**src/rtl/slave_tx_pkg.sv**
```systemverilog
`default_nettype none
// ============================================================
// Package : slave_tx_pkg
// Desc    : FSM state encoding shared by the serializer blocks.
// Rev     : 1.0
// ============================================================
package slave_tx_pkg;

    localparam int c_STATE_W = 2;

    typedef logic [c_STATE_W-1:0] state_t;

    localparam state_t c_ST_IDLE   = 2'd0;
    localparam state_t c_ST_DATA   = 2'd1;
    localparam state_t c_ST_PARITY = 2'd2;

endpackage
`default_nettype wire

```
**src/rtl/slave_tx_fifo.sv**
```systemverilog
`default_nettype none
// ============================================================
// Module : slave_tx_fifo
// Desc   : Synchronous word FIFO, registered level, no fall-through.
// Rev    : 1.0
// ============================================================
module slave_tx_fifo
    import slave_tx_pkg::*;
#(
    parameter int DATA_WIDTH = 8,
    parameter int FIFO_DEPTH = 4
) (
    input  logic                               clk,
    input  logic                               reset,
    input  logic                               push,
    input  logic [DATA_WIDTH-1:0]              push_data,
    input  logic                               pop,
    output logic [DATA_WIDTH-1:0]              pop_data,
    output logic [$clog2(FIFO_DEPTH+1)-1:0]    level
);

    localparam int c_PTR_W = $clog2(FIFO_DEPTH);
    localparam int c_LVL_W = $clog2(FIFO_DEPTH+1);

    logic [DATA_WIDTH-1:0] r_mem [FIFO_DEPTH];
    logic [c_PTR_W-1:0]    r_wr_ptr;
    logic [c_PTR_W-1:0]    r_rd_ptr;
    logic [c_LVL_W-1:0]    r_count;

    always_ff @(posedge clk) begin
        if (push) begin
            r_mem[r_wr_ptr] <= push_data;
        end
    end

    // Depth is a power of two, so pointer overflow is the modulo wrap.
    always_ff @(posedge clk) begin
        if (reset) begin
            r_wr_ptr <= '0;
            r_rd_ptr <= '0;
            r_count  <= '0;
        end else begin
            if (push) begin
                r_wr_ptr <= r_wr_ptr + c_PTR_W'(1);
            end
            if (pop) begin
                r_rd_ptr <= r_rd_ptr + c_PTR_W'(1);
            end
            case ({push, pop})
                2'b10:   r_count <= r_count + c_LVL_W'(1);
                2'b01:   r_count <= r_count - c_LVL_W'(1);
                default: r_count <= r_count;
            endcase
        end
    end

    assign pop_data = r_mem[r_rd_ptr];
    assign level    = r_count;

endmodule
`default_nettype wire

```
**src/rtl/slave_tx_serializer.sv**
```systemverilog
`default_nettype none
// ============================================================
// Module : slave_tx_serializer
// Desc   : Buffers slave words and shifts them out as serial frames.
//          Define SLAVE_TX_PARITY_EN to append an even-parity bit.
// Rev    : 1.0
// ============================================================
module slave_tx_serializer
    import slave_tx_pkg::*;
#(
    parameter int DATA_WIDTH = 8,
    parameter int FIFO_DEPTH = 4,
    parameter int MSB_FIRST  = 0
) (
    input  logic                               clk,
    input  logic                               reset,
    input  logic [DATA_WIDTH-1:0]              datain,
    input  logic                               slave_valid,
    output logic                               slave_ready,
    input  logic                               master_ready,
    output logic                               tx_data,
    output logic                               tx_valid,
    output logic                               slave_tx_done,
    output logic [$clog2(FIFO_DEPTH+1)-1:0]    fifo_level
);

    localparam int c_LVL_W = $clog2(FIFO_DEPTH+1);
    localparam int c_CNT_W = $clog2(DATA_WIDTH);
    localparam logic [c_CNT_W-1:0] c_LAST = c_CNT_W'(DATA_WIDTH-1);
`ifndef SLAVE_TX_PARITY_EN
    localparam logic [c_CNT_W-1:0] c_DONE_CNT = c_CNT_W'(DATA_WIDTH-2);
`endif

    function automatic logic f_first(input logic [DATA_WIDTH-1:0] word);
        return (MSB_FIRST != 0) ? word[DATA_WIDTH-1] : word[0];
    endfunction

    function automatic logic [DATA_WIDTH-1:0] f_shift(input logic [DATA_WIDTH-1:0] word);
        return (MSB_FIRST != 0) ? (word << 1) : (word >> 1);
    endfunction

    logic                  w_push;
    logic                  w_pop;
    logic [DATA_WIDTH-1:0] w_head;

    state_t                r_state,    w_state_nxt;
    logic [DATA_WIDTH-1:0] r_shift,    w_shift_nxt;
    logic [c_CNT_W-1:0]    r_cnt,      w_cnt_nxt;
    logic                  r_tx_data,  w_tx_data_nxt;
    logic                  r_tx_valid, w_tx_valid_nxt;
    logic                  r_done,     w_done_nxt;

    assign slave_ready = (fifo_level < c_LVL_W'(FIFO_DEPTH));
    assign w_push      = slave_valid & slave_ready;

    slave_tx_fifo #(
        .DATA_WIDTH (DATA_WIDTH),
        .FIFO_DEPTH (FIFO_DEPTH)
    ) u_fifo (
        .clk       (clk),
        .reset     (reset),
        .push      (w_push),
        .push_data (datain),
        .pop       (w_pop),
        .pop_data  (w_head),
        .level     (fifo_level)
    );

`ifdef SLAVE_TX_PARITY_EN
    logic r_parity;

    always_ff @(posedge clk) begin
        if (reset) begin
            r_parity <= 1'b0;
        end else if (w_pop) begin
            r_parity <= ^w_head;
        end
    end
`endif

    // Output registers hold the bit on the wire; r_shift holds the bits still to send.
    always_comb begin
        w_state_nxt    = r_state;
        w_shift_nxt    = r_shift;
        w_cnt_nxt      = r_cnt;
        w_tx_data_nxt  = 1'b0;
        w_tx_valid_nxt = 1'b0;
        w_done_nxt     = 1'b0;
        w_pop          = 1'b0;
        case (r_state)
            c_ST_IDLE: begin
                if ((fifo_level != '0) && master_ready) begin
                    w_pop          = 1'b1;
                    w_shift_nxt    = f_shift(w_head);
                    w_cnt_nxt      = '0;
                    w_tx_data_nxt  = f_first(w_head);
                    w_tx_valid_nxt = 1'b1;
                    w_state_nxt    = c_ST_DATA;
                end
            end
            c_ST_DATA: begin
                if (r_cnt == c_LAST) begin
`ifdef SLAVE_TX_PARITY_EN
                    w_tx_data_nxt  = r_parity;
                    w_tx_valid_nxt = 1'b1;
                    w_done_nxt     = 1'b1;
                    w_state_nxt    = c_ST_PARITY;
`else
                    w_state_nxt    = c_ST_IDLE;
`endif
                end else begin
                    w_cnt_nxt      = r_cnt + c_CNT_W'(1);
                    w_shift_nxt    = f_shift(r_shift);
                    w_tx_data_nxt  = f_first(r_shift);
                    w_tx_valid_nxt = 1'b1;
`ifndef SLAVE_TX_PARITY_EN
                    w_done_nxt     = (r_cnt == c_DONE_CNT);
`endif
                end
            end
`ifdef SLAVE_TX_PARITY_EN
            c_ST_PARITY: begin
                w_state_nxt = c_ST_IDLE;
            end
`endif
            default: begin
                w_state_nxt = c_ST_IDLE;
            end
        endcase
    end

    always_ff @(posedge clk) begin
        if (reset) begin
            r_state    <= c_ST_IDLE;
            r_shift    <= '0;
            r_cnt      <= '0;
            r_tx_data  <= 1'b0;
            r_tx_valid <= 1'b0;
            r_done     <= 1'b0;
        end else begin
            r_state    <= w_state_nxt;
            r_shift    <= w_shift_nxt;
            r_cnt      <= w_cnt_nxt;
            r_tx_data  <= w_tx_data_nxt;
            r_tx_valid <= w_tx_valid_nxt;
            r_done     <= w_done_nxt;
        end
    end

    assign tx_data       = r_tx_data;
    assign tx_valid      = r_tx_valid;
    assign slave_tx_done = r_done;

endmodule
`default_nettype wire

```
**config.mk**
```make
export PLATFORM = sky130hd
export DESIGN_NAME = slave_tx_serializer
export DESIGN_NICKNAME = d
export VERILOG_FILES = /design/src/rtl/slave_tx_pkg.sv /design/src/rtl/slave_tx_fifo.sv /design/src/rtl/slave_tx_serializer.sv
export SDC_FILE = /design/constraint.sdc
export NUM_CORES = 1
export LEC_CHECK = 0
export ABC_CLOCK_PERIOD_IN_PS = 2100
export BUFFER_PORTS_ARGS = -buffer_cell sky130_fd_sc_hd__clkbuf_2
export CAP_MARGIN = 20
export CORE_MARGIN = 10
export CORE_UTILIZATION = 45
export CTS_CLUSTER_DIAMETER = 30
export DETAILED_ROUTE_END_ITERATION = 7
export GPL_ROUTABILITY_DRIVEN = 0
export PLACE_DENSITY = 0.63
export REMOVE_ABC_BUFFERS = 1
export SKIP_CTS_REPAIR_TIMING = 1
export SLEW_MARGIN = 10
export SYNTH_ARGS = -nofsm -noshare
export SYNTH_HDL_FRONTEND = slang
export SYNTH_SLANG_ARGS = --single-unit
```
**constraint.sdc**
```tcl
create_clock -name clk -period 2.1 [get_ports clk]
set_clock_uncertainty 0.1 [all_clocks]
set_input_delay 0.315 -clock clk [delete_from_list [all_inputs] [get_ports clk]]
set_output_delay 0.315 -clock clk [all_outputs]
set_load 0.02 [all_outputs]
```
==> impl_metrics.tcl <==
set metrics [dict create \
    status "complete, no violations" \
    hold_viol_final 0 \
    drive_gt1_share_pct 28.5 \
    cts_tree "done" \
    cts.clk_slew.worst_paths_ns 0.10 \
    rows 25 \
    slew_violations 0 \
    rsz0062_at_grt "no" \
    grt_overflow 0 \
    final_common_cell "edfxtp_1" \
    dr.pass1.iters 4 \
    n_antenna_cell 0 \
    hp-class "in -> reg" \
    syn-instance-count 166 \
    vdd_drop_max_uv 538 \
    leakage_nw 0.926 \
    start_kind "flop" \
    synth_seq_cells 55 \
    place_hpwl_um 2980 \
    viasPerCell 5.20 \
    critPathCaptureType "flop" \
    drtAntennaViolNets 0 \
    vias 1353 \
    post_drt_wl_per_cell_um 15.7 \
    arrival_ns 2.13 \
    drc 0 \
    yosys_warnings 0 \
    cts_htree_levels 2 \
    p_per_area_nw_per_um2 1230 \
    grt_pass1_vias 1383 \
    hold_slack_ns 0.124 \
    syn_area_per_cell_um2 13.7 \
    start_util_pct 47.3 \
    grtUsageTotal_pct 9.78 \
    die_h_um 91.1 \
    worstSkewPairLatency_ns 0.30 \
    routed_wl_um 4070 \
    design_area_um2 2610 \
    cp.required_ns 2.23 \
    synthDistinctLibCells 32 \
    fin_nets 213 \
    drt_iter0_drc 47 \
    yosys.area.top_type_share_pct 42.2 \
    setup_viol 0 \
    io_pins 19 \
    root_buffer "clkbuf_8" \
    clkSinkCount 55 \
    ys_seq_area_share_pct 62.4 \
    io_buffer_count 18 \
    final_cell_mix "edfxtp_1 (32), dfxtp_1 (20), clkbuf_2 (18)" \
    slew_headroom_pct 57.6 \
    grt_max_degree 24 \
    synthesis.area_um2 2280 \
    dp_cells 249 \
    fp.dieArea_um2 8310 \
    cap_viol_max_count 0 \
    ys_top_cells_by_area "edfxtp_1 (42%), dfxtp_1 (20%), mux4_2 (7.9%), ha_1 (4.4%), nand2b_1 (2.5%)" \
    dpl-instance-area_um2 2460 \
    synth_top_cell_by_area "edfxtp_1" \
    syn2layout_area_growth_pct 14.5 \
    worstMarginPinSlew_ns 0.632 \
    fp.dieW_um 91.1 \
    path_class "reg -> reg" \
    post-route-period-util_pct 95.1 \
    core_area_um2 4820 \
    antenna_found_initial 0 \
    cp_max_fo 2 \
    stdcell_count 260 \
    cts_buffers 5 \
    grt_pass1_wl_um 6670 \
    clk_path_buf_depth 2 \
    min_period_ns 2.00 \
    max_clock_freq_mhz 501 \
]
## power by group
group          leakage, nW  internal (W)  total, W  switching, W
Sequential           0.484       0.00137   0.00150      0.000133
Combinational        0.393      0.000497   0.00110      0.000605
Clock               0.0491      0.000246  0.000588      0.000343
Total                0.926       0.00211   0.00319       0.00108
## metrics by stage
step / TNS, ns / worst slack, ns / power [W] / util [%]
after CTS: -0.0265 / -0.0265 / 0.00314 / 53.0
after detailed placement: -0.0287 / -0.0287 / 0.00255 / 51.0
after global routing: 0 / 0.0154 / 0.00340 / 54.1
after floorplan: -0.0286 / -0.0286 / 0.00219 / -
final: 0 / 0.103 / 0.00319 / 54.1
after global placement: 0 / 0.0874 / 0.00248 / 51.0
## sequential cells by signal, summed over array words and instances, names as in the netlist, 2 cells and up, named ones only
signal	flops
u_fifo.level	3
r_shift	7
r_cnt	3
u_fifo.r_mem	32
u_fifo.r_wr_ptr	2
u_fifo.r_rd_ptr	2
## final timing paths
path               from                 end  slack (ns)  cells past startpoint
max reg2reg  r_state[0]     u_fifo.level[2]        0.10                      8
min reg2reg    r_cnt[2]       slave_tx_done        0.38                      2
max          r_state[0]     u_fifo.level[2]        0.10                      8
min           datain[6]  u_fifo.r_mem[1][6]        0.12                      1
## synthesized netlist by cell type, drive strengths merged
master,number
o21ai,3
a211oi,6
xor2,2
a32oi,1
o211ai,4
ha,8
or3,3
a31o,1
mux4,8
a21oi,8
nor2b,5
nor2,8
mux2i,1
nor3,2
a311oi,7
nand2b,9
xnor2,1
fa,1
and2,4
clkbuf,6
inv,9
nand3,1
edfxtp,32
nand2,9
dfxtp,23
buf,4
## final cells by class
type	instances	area, um^2
Clock inverter	3	26.3
Fill cell	418	2210
Inverter	9	33.8
Multi-Input combinational cell	92	791
Timing Repair Buffer	29	173
Clock buffer	5	68.8
Tap cell	67	83.8
Sequential cell	55	1430
## critical path, stage by stage (launching register included)
cell and delay (ns):
dfxtp_1 0.33, nand2b_4 0.15, nor2_4 0.10, ha_2 0.19, inv_1 0.05, fa_2 0.34
xor2_1 0.16, or3_1 0.38, a21oi_2 0.14
## kinds of logic (layout without fill, tap and decap cells)
group           after synthesis  in the layout  synth area share, %
simple gates                 41             41                 9.45
fa+ha+maj                     9              9                 5.27
flops                        55             55                 62.4
compound gates               30             30                 9.45
xor+xnor                      3              3                 1.15
mux                           9              9                 8.35
buf+inv                      19             46                 3.90
## metal layers
metal	wire, um	up-vias	GRT usage, %
li1	-	665	-
met1	1730	651	11.5
met2	2080	31	16.7
met3	191	6	2.80
met4	72	0	3.26
met5	0	-	0
(Power assumes the default switching activity.)
